### src/rtl/keypad_pkg.sv
// keypad_pkg: key codes and entry-mode states shared by the number-entry block
package keypad_pkg;
   localparam logic [3:0] KEY_CLEAR = 4'hA;
   localparam logic [3:0] KEY_BKSP  = 4'hB;
   localparam logic [3:0] KEY_ENTER = 4'hC;
   typedef enum logic {ENTRY, HOLD} entry_state_t;
endpackage

### src/rtl/key_edge_detect.sv
// key_edge_detect: one event pulse per keystrobe rising edge, plus the code sampled with it
module key_edge_detect (
   input  logic       clk,
   input  logic       rst,
   input  logic       keystrobe,
   input  logic [3:0] keycode,
   output logic       key_event,
   output logic [3:0] key
);
   logic prev;
   // prev starts high so a key held through reset release stays silent
   always_ff @(posedge clk) prev <= rst ? 1'b1 : keystrobe;
   assign key_event = keystrobe & ~prev & ~rst;
   assign key = keycode;
endmodule

### src/rtl/number_entry.sv
// number_entry: keypad-driven BCD entry buffer with backspace, clear and enter-latch
module number_entry
   import keypad_pkg::*;
#(
   parameter int NDIG   = 4,
   parameter int MAXDIG = 9
) (
   input  logic                       clk,
   input  logic                       rst,
   input  logic                       keystrobe,
   input  logic [3:0]                 keycode,
   output logic [4*NDIG-1:0]          digits,
   output logic [$clog2(NDIG+1)-1:0]  count,
   output logic                       full,
   output logic [4*NDIG-1:0]          value,
   output logic                       value_valid,
   output logic                       overflow
);
   localparam int W  = 4*NDIG;
   localparam int CW = $clog2(NDIG+1);
   localparam logic [3:0]    MAXK = 4'(MAXDIG);
   localparam logic [CW-1:0] CMAX = CW'(NDIG);
   entry_state_t state, state_n;
   logic          ev;
   logic [3:0]    key;
   logic          is_dig, is_clr, is_bksp, is_ent;
   logic [W-1:0]  digits_n, value_n;
   logic [CW-1:0] count_n;
   logic          vv_n, ovf_n;
   key_edge_detect u_edge (
      .clk       (clk),
      .rst       (rst),
      .keystrobe (keystrobe),
      .keycode   (keycode),
      .key_event (ev),
      .key       (key)
   );
   assign is_dig  = ev && key <= MAXK;
   assign is_clr  = ev && key == KEY_CLEAR;
   assign is_bksp = ev && key == KEY_BKSP;
   assign is_ent  = ev && key == KEY_ENTER;
   assign full    = count == CMAX;
   always_ff @(posedge clk) begin
      if (rst) begin
         state       <= ENTRY;
         digits      <= '0;
         count       <= '0;
         value       <= '0;
         value_valid <= 1'b0;
         overflow    <= 1'b0;
      end else begin
         state       <= state_n;
         digits      <= digits_n;
         count       <= count_n;
         value       <= value_n;
         value_valid <= vv_n;
         overflow    <= ovf_n;
      end
   end
   always_comb begin
      state_n = state;
      if (is_clr) state_n = ENTRY;
      else if (state == ENTRY && is_ent) state_n = HOLD;
      else if (state == HOLD && is_dig) state_n = ENTRY;
   end
   always_comb begin
      digits_n = digits;
      count_n  = count;
      value_n  = value;
      vv_n     = 1'b0;
      ovf_n    = 1'b0;
      if (is_clr) begin
         digits_n = '0;
         count_n  = '0;
      end else if (state == HOLD) begin
         if (is_dig) begin
            digits_n = W'(key);
            count_n  = CW'(key != 4'd0);
         end
      end else if (is_dig) begin
         if (full) ovf_n = 1'b1;
         else if (key != 4'd0 || count != '0) begin
            digits_n = (digits << 4) | W'(key);
            count_n  = count + CW'(1);
         end
      end else if (is_bksp && count != '0) begin
         digits_n = digits >> 4;
         count_n  = count - CW'(1);
      end else if (is_ent) begin
         value_n = count == '0 ? '0 : digits;
         vv_n    = 1'b1;
      end
   end
endmodule

### config.mk
export PLATFORM = sky130hd
export DESIGN_NAME = number_entry
export DESIGN_NICKNAME = d
export VERILOG_FILES = /design/src/rtl/keypad_pkg.sv /design/src/rtl/key_edge_detect.sv /design/src/rtl/number_entry.sv
export SDC_FILE = /design/constraint.sdc
export NUM_CORES = 1
export LEC_CHECK = 0
export CORE_MARGIN = 2
export CORE_UTILIZATION = 40
export DETAILED_ROUTE_END_ITERATION = 7
export GPL_ROUTABILITY_DRIVEN = 0
export PLACE_DENSITY = 0.67
export RECOVER_POWER = 25
export SLEW_MARGIN = 20
export SYNTH_ARGS = -nofsm -noshare
export SYNTH_HDL_FRONTEND = slang
export SYNTH_SLANG_ARGS = --single-unit
### constraint.sdc
create_clock -name clk -period 5.6 [get_ports clk]
set_input_delay 1.68 -clock clk [delete_from_list [all_inputs] [get_ports clk]]
set_output_delay 1.68 -clock clk [all_outputs]
set_load 0.005 [all_outputs]
==> metrics.csv <==
metric,value,unit
CTS Hold Bufs,0,
max-slew violation count,0,
CP required,5.80,ns
Int Pwr,382,uW
Tcrit/Tclk final,69.2,%
die width,71.8,um
status,finished clean,
class of the worst hold path,register to register,
synth top area cells,"dfxtp_1 (43%), nand3_1 (6.8%), nand2b_1 (5.4%)",
RSZ-0062 raised after global routing,no,
Area after DPL,2250,um2
Slew HR,53.2,%
FF-to-FF Start,count[0],
setup TNS,0,ns
input/output buffers,44,
post-cts resize count,0,
Post-synth EDFFs,0,
power per cell area,218,nW/um2
Worst R2R End,digits[4],
Switching Fraction,24.9,%
largest net degree at the start of global routing,35,
Cell variety after synth,41,
total CTS buffers,5,
remaining antenna violation count,0,
Setup CP Type,input pin to register,
DRT iter0 DRCs,120,
vias in the first global route,1334,
Hold Path Sink,value[6],
Worst-Margin Slew,0.702,ns
"non-filler cells, final",289,
Yosys reg bits,39,
post-route minimum period,3.87,ns
H-tree lvl count,2,
antenna violations before repair,0,
Via density,5.33,
"commonest non-fill, non-tap cells in the layout","dfxtp_1 (39), nand3_1 (25), clkdlybuf4s50_1 (25), dlygate4sd3_1 (19), nand2b_1 (16)",
first-pass GRT wire length,6.89,mm
Avg WL per Cell,14.6,um
syn nets,207,
Crit. End Element,register,
Die Area,5150,um2
drt first pass iters,5,
I/O pin cnt,45,
post-synthesis cell area,1840,um2
CTS root buffer,clkbuf_8,
Synthesis Warnings,0,
Worst Reg-to-Reg Cells,5,
clock power share,37.3,%
final wirelength,4.21,mm
fmax,0.258,GHz
TritonCTS clock tree,built,
drt drc,0,
Synth top area share,42.5,%
Hold Path Cell Cnt,2,
Worst-path clk slew,0.08,ns
fraction of layout instances using a drive strength above 1,14.3,%
GRT overflow,0,
worst-path fanout max,20,
HPWL reported at the end of detailed placement,2.85,mm
Core Region,4380,um2
ys flop type,dfxtp_1,
flop2flop setup slack,3.29,ns
Hold Startpoint,value[6],
Tot Pwr,509,uW
Starting Density,41.9,%
crit path DAT,4.08,ns
post-route cell area,2330,um2
Setup WS pre-CTS,1.51,ns
Max-Cap Viols,0,
Setup Buffers After CTS,0,
total number of vias,1540,
combinational power share,7.3,%
Seq pwr share,55.3,%
Num Clock Sinks,39,
Fin. Hold Viols,0,
Placed Instances,281,
Syn Inst Count,199,
Worst VDD drop,0.000161,V
register area share after synthesis,42.5,%
"commonest non-fill, non-tap cell in the layout",dfxtp_1,
clk buf depth,2,
GR Util All Layers,17.1,%
setup slack after layout,1.73,ns
Synth area leader,dfxtp_1,
final setup fails,0,
die height,71.8,um
P&R area growth vs syn,27.1,%
final worst clock skew,0.0104,ns
"FFs w/ async S/R, synth",0,%
Nets,244,
NetSw,127,uW
number of core rows,24,
Skew-Pair Late Insertion Delay,0.29,ns
Worst setup SP type,input pin,
Synth Area per Inst,9.23,um2
# diodes,0,
leak pwr,0.855,nW
-- layer usage --
metal,routed length (um),track usage [%],vias to the layer above
met2,1820,25.1,48
met1,2120,24.4,712
met4,57,6.92,0
met5,0,0,-
met3,208,3.80,6
li1,-,-,774
-- Yosys cell counts, types with 2 or more instances --
master and n:
dfxtp_1 39, a22oi_1 4, nand2b_1 16, a21oi_1 12, buf_6 4, o21ai_1 3, inv_1 5, mux2i_1 4
nor2_1 13, nand2_1 10, mux2_2 8, nand3_1 25, nor3_1 2, nor4b_4 2, or3_1 2, a211oi_2 4
clkbuf_1 5, o21ai_0 14, buf_2 5
-- worst max path at each step --
stage	startpoint	slack, ns	endpoint
2_1_floorplan	rst	2.45	count[2]
3_3_place_gp	rst	1.52	digits[4]
3_5_place_dp	rst	1.51	digits[4]
4_1_cts	rst	1.80	digits[4]
5_1_grt	rst	1.53	count[0]
6_report	rst	1.73	count[2]
-- metrics by stage --
stage,hold slack [ns],util [%]
after global placement,0.459,51.2
after CTS,0.476,53.3
after detailed placement,0.463,51.2
after floorplan,0.459,-
final,0.469,53.3
after global routing,0.494,53.3
-- layout make-up --
cell class | instances | area, um2
Tap cell | 52 | 65.1
Timing Repair Buffer | 45 | 448
Fill cell | 424 | 2050
Clock buffer | 5 | 68.8
Clock inverter | 3 | 20.0
Sequential cell | 39 | 781
Inverter | 6 | 22.5
Multi-Input combinational cell | 139 | 930
-- critical path: stages --
cell           delay [ns]
dlygate4sd3_1        0.95
nor3b_4              0.13
nand2_4              0.16
inv_2                0.13
fa_1                 0.39
xnor2_1              0.15
or4_1                0.41
o31ai_1              0.07
-- logic make-up after synthesis --
group / count (synthesis) / synth area share (%)
flip-flops: 39 / 42.5
multiplexers: 12 / 7.08
buffers and inverters: 21 / 6.88
AND/OR/NAND/NOR: 80 / 26.3
XOR/XNOR: 1 / 0.477
adder cells (fa/ha/maj): 1 / 1.09
AO/OA/AOI/OAI: 45 / 15.7
-- sequential cells by signal, indices dropped and copies added (netlist names) --
register     flops
digits          16
value           16
count            3
overflow         1
state            1
u_edge.prev      1
value_valid      1
-- power by group through the flow --
stage	registers [mW]	logic (mW)	clock network (mW)
after detailed placement	0.288	0.0374	0
after floorplan	0.288	0.0251	0
after global placement	0.288	0.0377	0
after CTS	0.282	0.0376	0.194
after global routing	0.282	0.0408	0.205
final	0.282	0.0374	0.190
(Power assumes the default switching activity.)
